===== src/rtl/pll_reset_sequencer.sv =====
// rtl/pll_reset_sequencer.sv - staged peripheral/core reset release after a filtered PLL lock
module pll_reset_sequencer #(
  parameter int LOCK_FILTER    = 8,
  parameter int SETTLE_CYCLES  = 1024,
  parameter int PERIPH_TO_CORE = 16,
  parameter int SOFT_HOLD      = 4
) (
  input  logic       clock,
  input  logic       reset_n,
  input  logic       pll_lock,
  input  logic       soft_req,
  output logic       rst_periph,
  output logic       rst_core,
  output logic       ready,
  output logic [3:0] lock_loss_count,
  output logic [2:0] state
);

  localparam int MAX_AB  = (LOCK_FILTER > SETTLE_CYCLES) ? LOCK_FILTER : SETTLE_CYCLES;
  localparam int MAX_CD  = (PERIPH_TO_CORE > SOFT_HOLD) ? PERIPH_TO_CORE : SOFT_HOLD;
  localparam int MAX_ALL = (MAX_AB > MAX_CD) ? MAX_AB : MAX_CD;
  localparam int CW      = $clog2(MAX_ALL) + 1;

  typedef enum logic [2:0] {
    WAIT_LOCK = 3'd0,
    SETTLE    = 3'd1,
    PERIPH    = 3'd2,
    RUN       = 3'd3,
    SOFT      = 3'd4
  } state_t;

  state_t        st;
  logic [CW-1:0] cnt;
  logic [1:0]    rs;
  logic [1:0]    ls;
  logic          lock_s;

  assign lock_s = ls[1];
  assign state  = st;

  always_ff @(posedge clock or negedge reset_n) begin
    if (!reset_n) begin
      rs <= 2'b00;
      ls <= 2'b00;
    end else begin
      rs <= {rs[0], 1'b1};
      ls <= {ls[0], pll_lock};
    end
  end

  always_ff @(posedge clock or negedge reset_n) begin
    if (!reset_n) begin
      st              <= WAIT_LOCK;
      cnt             <= '0;
      rst_periph      <= 1'b1;
      rst_core        <= 1'b1;
      ready           <= 1'b0;
      lock_loss_count <= 4'd0;
    end else if (!rs[1]) begin
      st         <= WAIT_LOCK;
      cnt        <= '0;
      rst_periph <= 1'b1;
      rst_core   <= 1'b1;
      ready      <= 1'b0;
    end else if (st != WAIT_LOCK && !lock_s) begin
      // Lock loss outranks everything, including a pending soft request.
      st         <= WAIT_LOCK;
      cnt        <= '0;
      rst_periph <= 1'b1;
      rst_core   <= 1'b1;
      ready      <= 1'b0;
      if (st == RUN && lock_loss_count != 4'd15)
        lock_loss_count <= lock_loss_count + 4'd1;
    end else begin
      case (st)
        WAIT_LOCK: begin
          if (!lock_s) begin
            cnt <= '0;
          end else if (cnt == CW'(LOCK_FILTER - 1)) begin
            st  <= SETTLE;
            cnt <= '0;
          end else begin
            cnt <= cnt + CW'(1);
          end
        end
        SETTLE: begin
          if (cnt == CW'(SETTLE_CYCLES - 1)) begin
            st         <= PERIPH;
            cnt        <= '0;
            rst_periph <= 1'b0;
          end else begin
            cnt <= cnt + CW'(1);
          end
        end
        PERIPH: begin
          if (cnt == CW'(PERIPH_TO_CORE - 1)) begin
            st       <= RUN;
            cnt      <= '0;
            rst_core <= 1'b0;
            ready    <= 1'b1;
          end else begin
            cnt <= cnt + CW'(1);
          end
        end
        RUN: begin
          if (soft_req) begin
            st         <= SOFT;
            cnt        <= '0;
            rst_periph <= 1'b1;
            rst_core   <= 1'b1;
            ready      <= 1'b0;
          end
        end
        SOFT: begin
          // Lock is still good, so skip re-filtering and settling.
          if (cnt == CW'(SOFT_HOLD - 1)) begin
            st         <= PERIPH;
            cnt        <= '0;
            rst_periph <= 1'b0;
          end else begin
            cnt <= cnt + CW'(1);
          end
        end
        default: begin
          st         <= WAIT_LOCK;
          cnt        <= '0;
          rst_periph <= 1'b1;
          rst_core   <= 1'b1;
          ready      <= 1'b0;
        end
      endcase
    end
  end

endmodule


===== config.mk =====
export PLATFORM = sky130hd
export DESIGN_NAME = pll_reset_sequencer
export DESIGN_NICKNAME = d
export VERILOG_FILES = /design/src/rtl/pll_reset_sequencer.sv
export SDC_FILE = /design/constraint.sdc
export NUM_CORES = 1
export LEC_CHECK = 0
export BUFFER_PORTS_ARGS = -buffer_cell sky130_fd_sc_hd__buf_2
export CAP_MARGIN = 25
export CORE_MARGIN = 5
export CORE_UTILIZATION = 32
export DETAILED_ROUTE_END_ITERATION = 8
export REMOVE_ABC_BUFFERS = 1
export SETUP_SLACK_MARGIN = 0.2
export SLEW_MARGIN = 15
export SYNTH_ARGS = -nofsm -noshare
export SYNTH_HDL_FRONTEND = slang
export SYNTH_SLANG_ARGS = --single-unit

===== constraint.sdc =====
create_clock -name clock -period 2.3 [get_ports clock]
set_input_delay 0.23 -clock clock [delete_from_list [all_inputs] [get_ports clock]]
set_output_delay 0.23 -clock clock [all_outputs]
set_load 0.05 [all_outputs]

# Word-level counts from Yosys, hierarchy flattened

Index checks and enable logic that the tools add are counted.

Bits in registers: 25
Input bits: 4
Output and inout port bits: 10
Logic and storage cells: 71

$add $sub $neg: 2
Eq/ne operators: 17
Mux-type cells: 33
Reductions and logical operators: 11

Operators by type and width:

| operator                                                                | number |
|---|---|
| 11-bit 2-to-1 mux                                                       | 8 |
| 11-bit case mux with 5 select lines                                     | 1 |
| 4-bit != test, second input constant                                    | 7 |
| 3-bit 2-to-1 mux                                                        | 8 |
| 3-bit case mux with 5 select lines                                      | 1 |
| 1-bit 2-to-1 mux                                                        | 12 |
| 11-bit by 1-bit adder with 11-bit output, second input constant         | 1 |
| 11-bit by 10-bit equality test with 1-bit output, second input constant | 1 |
| 11-bit by 2-bit equality test with 1-bit output, second input constant  | 1 |
| 11-bit by 3-bit equality test with 1-bit output, second input constant  | 1 |
| 11-bit by 4-bit equality test with 1-bit output, second input constant  | 1 |
| 3-bit by 2-bit equality test with 1-bit output, second input constant   | 2 |
| 3-bit by 2-bit != test with 1-bit output, second input constant         | 2 |
| 1-bit case mux with 3 select lines                                      | 2 |
| 3-bit AND reduction                                                     | 2 |
| 6-bit AND reduction                                                     | 1 |
| 4-bit by 1-bit adder with 4-bit output, second input constant           | 1 |
| 1-bit case mux with 4 select lines                                      | 1 |
| 4-bit AND reduction                                                     | 1 |
| 3-bit by 1-bit equality test with 1-bit output, second input constant   | 1 |
| 3-bit equality test, second input constant                              | 1 |
| 3-bit logical NOT                                                       | 1 |
| 3-bit nonzero test                                                      | 1 |
| 3-bit OR reduction                                                      | 1 |
| other kinds (3)                                                         | 4 |

# Logic depth before layout (Yosys ltp)

Gate-level depths: netlist of run 1.

Depth after elaboration: 6
Depth in mapped cells: 8
Depth with buffers taken out: 7

# Worst setup path after synthesis of run 1

Ideal clock, no wire load.

Kind: flip-flop to flip-flop
Start point: reg st[0], in the netlist state[0]
End point: reg cnt[0]
Setup time: 0.125 ns
Arrival time: 1.961 ns
Data required time: 2.175 ns
Slack: 0.214 ns
Cell stages (with the launch flop): 8
Buffers on the path: 2
Clock period less this slack: 2.086 ns
Cell sequence: dfrtp_1 -> buf_2 -> nor2b_1 -> nor2b_1 -> o31a_1 -> o31a_1 -> buf_6 -> mux2_2

Longest elaborated chain between the ends: 4
Elaborated cells between the ends (all ways): 11
Those cells by class: eq/ne: 5; mux: 3; reduce/logical: 3

Ends and longest elaborated chain:

| item                                                                     | RTL line | RTL |
|---|---|---|
| from (decl)                                                              | 32       | `state_t st;` |
| from (signal assigned)                                                   | 53       | `st <= WAIT_LOCK;` |
| from (signal assigned)                                                   | 60       | `st <= WAIT_LOCK;` |
| from (signal assigned)                                                   | 67       | `st <= WAIT_LOCK;` |
| 3-bit equality test (tied with other cells)                              | 75       | `case (st)` |
| 11-bit case mux with 5 select lines or 1-bit logical AND (tied branches) | 75, 65   |  |
| 11-bit 2-to-1 mux                                                        | 65       | `end else if (st != WAIT_LOCK && !lock_s) begin` |
| 11-bit 2-to-1 mux                                                        | 59       | `end else if (!rs[1]) begin` |
| to (signal assigned)                                                     | 83       | `cnt <= cnt + CW'(1);` |
| to (signal assigned)                                                     | 92       | `cnt <= cnt + CW'(1);` |
| to (signal assigned)                                                     | 102      | `cnt <= cnt + CW'(1);` |
| to (decl)                                                                | 33       | `logic [CW-1:0] cnt;` |

Several ways; a longest one is shown, not always the timed one.
A chain may end at the register's enable or synchronous reset.

# Worst setup path in the final report of run 1

Start point: reg cnt[0]
End point: reg cnt[8]

Longest elaborated chain between the ends: 6
Elaborated cells between the ends (all ways): 13
Those cells by class: add/sub: 1; eq/ne: 4; mux: 8

Ends and longest elaborated chain:

| item                                                                                                        | RTL line | RTL |
|---|---|---|
| 11-bit by 1-bit adder with 11-bit output or 11-bit by 3-bit equality test with 1-bit output (tied branches) | --       |  |
| 11-bit 2-to-1 mux                                                                                           | 79       | `end else if (cnt == CW'(LOCK_FILTER - 1)) begin` |
| 11-bit 2-to-1 mux                                                                                           | 77       | `if (!lock_s) begin` |
| 11-bit case mux with 5 select lines (*)                                                                     | 75       |  |
| 11-bit 2-to-1 mux (*)                                                                                       | 65       |  |
| 11-bit 2-to-1 mux (*)                                                                                       | 59       |  |

Mark *: on every way between the ends. The rest lies on a longest branch, timed or not.

==> results.txt, run 1 <==
outcome = finished, final reports clean
GP Congestion = 0.826
row count = 23
asr flop ratio synth = 100%
met3 wire length = 80 µm
Nets = 176
min Tclk post-route = 2040 ps
FF-to-FF setup slack = 260 ps
Static Leak = 0.783 nW
CP endpoint kind = flip-flop
Clock Skew = 5.71 ps
first-pass GRT wire length = 5440 µm
R2R depth = 7
Synth top area share = 42.1%
Hold EP = ls[0]$_DFF_PN0_
Syn Inst Count = 143
clk_lat worst skew = 270 ps
critical-path cell list = ha_2 > and2_4 > nand4_1 > and3_4 > o31a_4 > a21o_1 > a22o_1
Mean Syn Cell Area = 9.55 µm²
DRT Wirelength = 3100 µm
WS Path Type = flip-flop to flip-flop
total grt overflow = 0
Clk pwr share = 18.2%
Via density = 5.53
Post-synth EDFFs = 0
dominant cells by area after synthesis = dfrtp_1, nand2_1, dfstp_2
Die W = 75.3 µm
1st-pass router iterations = 4
metal2 WL = 1640 µm
crit path max fanout = 8
count of final setup violators = 0
crit share post-route = 88.5%
P&R area growth vs syn = 21.1%
post-synthesis cell type count = 48
layout cells sized above 1 = 26.0%
cell with the most instances after synthesis = dfrtp_1
Hold Crit Start = pll_lock
die area = 0.00568 mm²
Slew Limit Fails = 0
Min-Delay Path Class = primary input to flip-flop
slowest CP cell = o31a_4
Synth area leader = dfrtp_1
initial antenna violation count = 0
Die H = 75.3 µm
crit start category = flip-flop
pwr dens = 905 mW/mm²
cts bufs inserted = 3
CP required = 2460 ps
worst path bufs/invs = 0
Global Route Usage Sum = 12.3%
hpwl dp = 2140 µm
RSZ-0062 raised after global routing = no
endpoints failing hold = 0
mapped cell area = 0.00137 mm²
DR top layer = met4
WL/cell = 14.1 µm
Worst-Margin Slew = 556 ps
MaxCap Viol Count = 0
Initial Util = 33.7%
Root Driver = clkbuf_8
# IOs = 14
flops & latches, synth = 25
post-synthesis sequential area ratio = 46.0%
# diodes = 0
Worst R2R End = cnt[8]$_DFFE_PN0N_
Cell Int Power = 0.881 mW
Critical Path AT = 2200 ps
CP top delay family = compound AO/OA/AOI/OAI gates
Port Buf Inserts = 13
Clk pin slew, worst setup/hold paths = 90 ps
Hold Path Depth = 1
core area = 0.00406 mm²
VDD IR-drop max = 0.341 mV
Main synth FF type = dfrtp_1
DR iter-0 viols = 41
reg2reg start = cnt[0]$_DFFE_PN0N_
CTS sink count = 25
combinational share of power = 44.3%
switching power = 0.616 mW
clk buf depth = 2
Worst slew margin = 63.0%
ANT nets after route = 0
synth cell count leaders = dfrtp_1, nand2_1, nor2_1, o21ai_1
met1 WL = 1310 µm
synth warn = 0
switching part of the total = 41.1%
final core utilization = 40.8%
Reg power frac = 37.5%
H-tree Lvls = 1
Max Fclk = 491 MHz
setup TNS = 0 ps
CTS tree = done
largest net degree at the start of global routing = 26
CP max stage delay = 400 ps
Vias = 1,210
vias in the first global route = 1,210
Residual DRC = 0
Worst Setup SP = cnt[0]$_DFFE_PN0N_
## metrics by stage
step	setup slack [ps]	hold slack, ps	std cells	total power [mW]	area (µm²)
after detailed placement	90.7	251	206	1.15	1500
after floorplan	118	-65.6	138	0.998	1340
after global placement	174	245	206	1.13	1500
after global routing	168	42.6	219	1.59	1650
after CTS	212	46.2	212	1.44	1580
final	264	52.9	219	1.50	1650
## cell usage in the layout (no fill, tap or decap), types with 2 or more instances in the layout
cell type / instances
dfrtp_1: 22
nand2_1: 16
buf_2: 13
buf_4: 12
o21ai_1: 9
nor2_1: 9
nor3_1: 6
a21oi_1: 6
nand3_1: 5
a21o_1: 5
nand4_1: 4
a22o_1: 4
nor2b_1: 3
xnor2_1: 3
o31ai_1: 3
nand2b_1: 3
o21ai_0: 3
clkbuf_8: 3
mux2_2: 2
or4_1: 2
a21boi_1: 2
dfstp_2: 2
## final cells by class
type	instances	area [µm²]
fillers	396	2400
inverters	2	7.51
clock inverters	1	7.51
well taps	50	62.6
repair buffers	27	176
multi-input cells	111	729
flip-flops and latches	25	629
clock buffers	3	41.3
## sequential cells by signal (all words and copies together), names as in the netlist
signal	flops
rs	2
lock_loss_count	4
ls	2
ready	1
state	3
rst_core	1
rst_periph	1
cnt	11
## cells by family (layout without fill, tap and decap cells)
| kind of cell | Yosys count | in the layout | synth area share, % |
|---|---|---|---|
| adder cells (fa/ha/maj) | 3 | 3 | 2.56 |
| multiplexers | 3 | 3 | 2.47 |
| XOR/XNOR | 4 | 4 | 2.56 |
| other | 1 | 1 | 0.274 |
| buffers and inverters | 7 | 33 | 2.56 |
| flip-flops | 25 | 25 | 46.0 |
| AO/OA/AOI/OAI | 43 | 43 | 21.0 |
| AND/OR/NAND/NOR | 57 | 57 | 22.6 |
## power groups by stage
stage	logic, mW	clock network, mW	registers [mW]
after floorplan	0.287	0	0.711
after global placement	0.562	0	0.565
after detailed placement	0.579	0	0.570
after CTS	0.597	0.280	0.562
after global routing	0.718	0.299	0.575
final	0.663	0.272	0.562
## worst max path at each step
| stage | to | cells after the start |
|---|---|---|
| final | cnt[8]$_DFFE_PN0N_ | 7 |
| after global routing | cnt[8]$_DFFE_PN0N_ | 6 |
| after CTS | cnt[8]$_DFFE_PN0N_ | 6 |
| after detailed placement | cnt[8]$_DFFE_PN0N_ | 7 |
| after global placement | cnt[8]$_DFFE_PN0N_ | 7 |
| after floorplan | cnt[9]$_DFFE_PN0N_ | 6 |
## what timing repair did
action	4_1_cts	5_1_grt
hold buffers	1	0
setup endpoints to repair	5	5
gates cloned	0	0
buffers inserted	1	7
resized for setup	3	7
endpoints found under the hold margin	23	0
pin swaps	2	5
## metal layers
metal  up-vias  global-route usage, %
met5         -                      0
met4         0                   5.83
met3         5                   1.19
met2        25                   21.7
met1       606                   15.1
li1        574                      -
Power figures use the tool's default switching activity.
==> inputs of run 2 (changes only) <==
- BUFFER_PORTS_ARGS: -buffer_cell sky130_fd_sc_hd__buf_2 -> not set
- DONT_BUFFER_PORTS: not set -> 1
==> results.txt, run 2 (synthesis results as in run 1) <==
CTS sink count = 25
setup TNS = 0 ps
cts bufs inserted = 3
Via density = 5.46
critical-path cell list = ha_2 > buf_4 > a21boi_0 > o31ai_1 > o21ba_2 > o31a_4 > buf_6 > a22o_1
CTS tree = done
Max Fclk = 495 MHz
pwr dens = 922 mW/mm²
multi-input logic area = 721 µm²
Sequential Area = 628 µm²
Static Leak = 0.754 nW
Die W = 75.3 µm
total grt overflow = 0
DR iter-0 viols = 100
Residual DRC = 0
vias in the first global route = 1,065
hpwl dp = 2080 µm
Min-Delay Path Class = primary input to flip-flop
DRT Wirelength = 2960 µm
Clk pin slew, worst setup/hold paths = 90 ps
largest net degree at the start of global routing = 26
VDD IR-drop max = 0.515 mV
clk buf depth = 2
crit path max fanout = 8
Worst-Margin Slew = 543 ps
outcome = finished, final reports clean
Most flops, register = cnt
Slew Limit Fails = 0
crit share post-route = 87.8%
RSZ-0062 raised after global routing = no
H-tree Lvls = 1
1st-pass router iterations = 4
WS Path Type = flip-flop to flip-flop
P&R area growth vs syn = 19.5%
Port Buf Inserts = 0
Vias = 1,153
# IOs = 14
Die H = 75.3 µm
CP endpoint kind = flip-flop
max reg flops = 11
Initial Util = 33.7%
WL/cell = 14.0 µm
slowest CP cell = dfrtp_1
endpoints failing hold = 0
commonest non-fill, non-tap cell in the layout = dfrtp_1
die area = 0.00568 mm²
GP Congestion = 0.830
clk_lat worst skew = 270 ps
crit start category = flip-flop
core area = 0.00406 mm²
Critical Path AT = 2180 ps
Worst slew margin = 63.8%
most frequent cells in the layout = dfrtp_1, nand2_1, buf_4
row count = 23
first-pass GRT wire length = 4740 µm
Global Route Usage Sum = 10.9%
initial antenna violation count = 0
CP max stage delay = 390 ps
Clock Skew = 5.67 ps
Root Driver = clkbuf_8
min Tclk post-route = 2020 ps
MaxCap Viol Count = 0
ANT nets after route = 0
count of final setup violators = 0
Nets = 168
fillcell total = 385
# diodes = 0
CP required = 2460 ps
final core utilization = 40.2%
layout cells sized above 1 = 21.1%
## run 2: changes by cell type in the layout (fill, tap and decap cells not counted)
cell	delta
inv_6	+1
nor4_2	+1
dlygate4sd3_1	+1
dfrtp_2	-1
nor4_4	-1
buf_4	+3
dfrtp_1	+1
clkinvlp_4	-1
buf_12	+1
buf_2	-13
## run 2: worst max-delay path: cells and delay by family (launching register included)
family	cells	cell delay (ps)
AO/OA/AOI/OAI	5	1060
adder cells (fa/ha/maj)	1	200
buffers and inverters	2	260
flip-flops	1	390
## run 2: per-layer routing
layer,track usage (%),vias to the layer above,routed length (µm)
li1,-,566,-
met4,6.60,0,55
met3,1.06,4,76
met5,0,-,0
met2,18.3,16,1480
met1,13.5,567,1350
## run 2: final timing paths
check / cells past startpoint / to / from / slack (ps)
max: 8 / cnt[7]$_DFFE_PN0N_ / cnt[0]$_DFFE_PN0N_ / 280
min: 2 / state[1]$_DFFE_PN0P_ / soft_req / 200
max reg2reg: 8 / cnt[7]$_DFFE_PN0N_ / cnt[0]$_DFFE_PN0N_ / 280
max in group asynchronous: 2 / rst_periph$_DFFE_PN1P_ / reset_n / 1710
min reg2reg: 0 / ls[1]$_DFF_PN0_ / ls[0]$_DFF_PN0_ / 350
min in group asynchronous: 2 / lock_loss_count[1]$_DFFE_PN0P_ / reset_n / 360
## run 2: timing repair
action / 4_1_cts / 5_1_grt
endpoints found under the setup margin: 6 / 6
resized for setup: 3 / 5
endpoints found under the hold margin: 26 / 0
pin swaps: 1 / 5
hold buffers: 3 / 0
setup buffers: 0 / 7
cloned: 0 / 0
## run 2: final cells by class
type,count,share of cell area [%]
tap,50,3.83
sequential,25,38.5
timing repair buffer,19,10.0
inverter,2,0.460
clock inverter,1,0.536
multi-input combinational,111,44.1
clock buffer,3,2.53
## run 2: report_power, final
group | switching, mW | internal [mW]
combinational | 0.358 | 0.260
sequential | 0.113 | 0.501
clock | 0.147 | 0.127
## run 2: per-stage QoR
step,setup slack (ps),instances,area (µm²),total power [mW],hold WS [ps]
after floorplan,118,138,1340,0.998,-65.6
after detailed placement,104,197,1470,1.14,-65.2
after global routing,187,211,1630,1.60,207
final,280,211,1630,1.51,195
after global placement,167,197,1470,1.13,-65.0
after CTS,226,204,1570,1.46,184
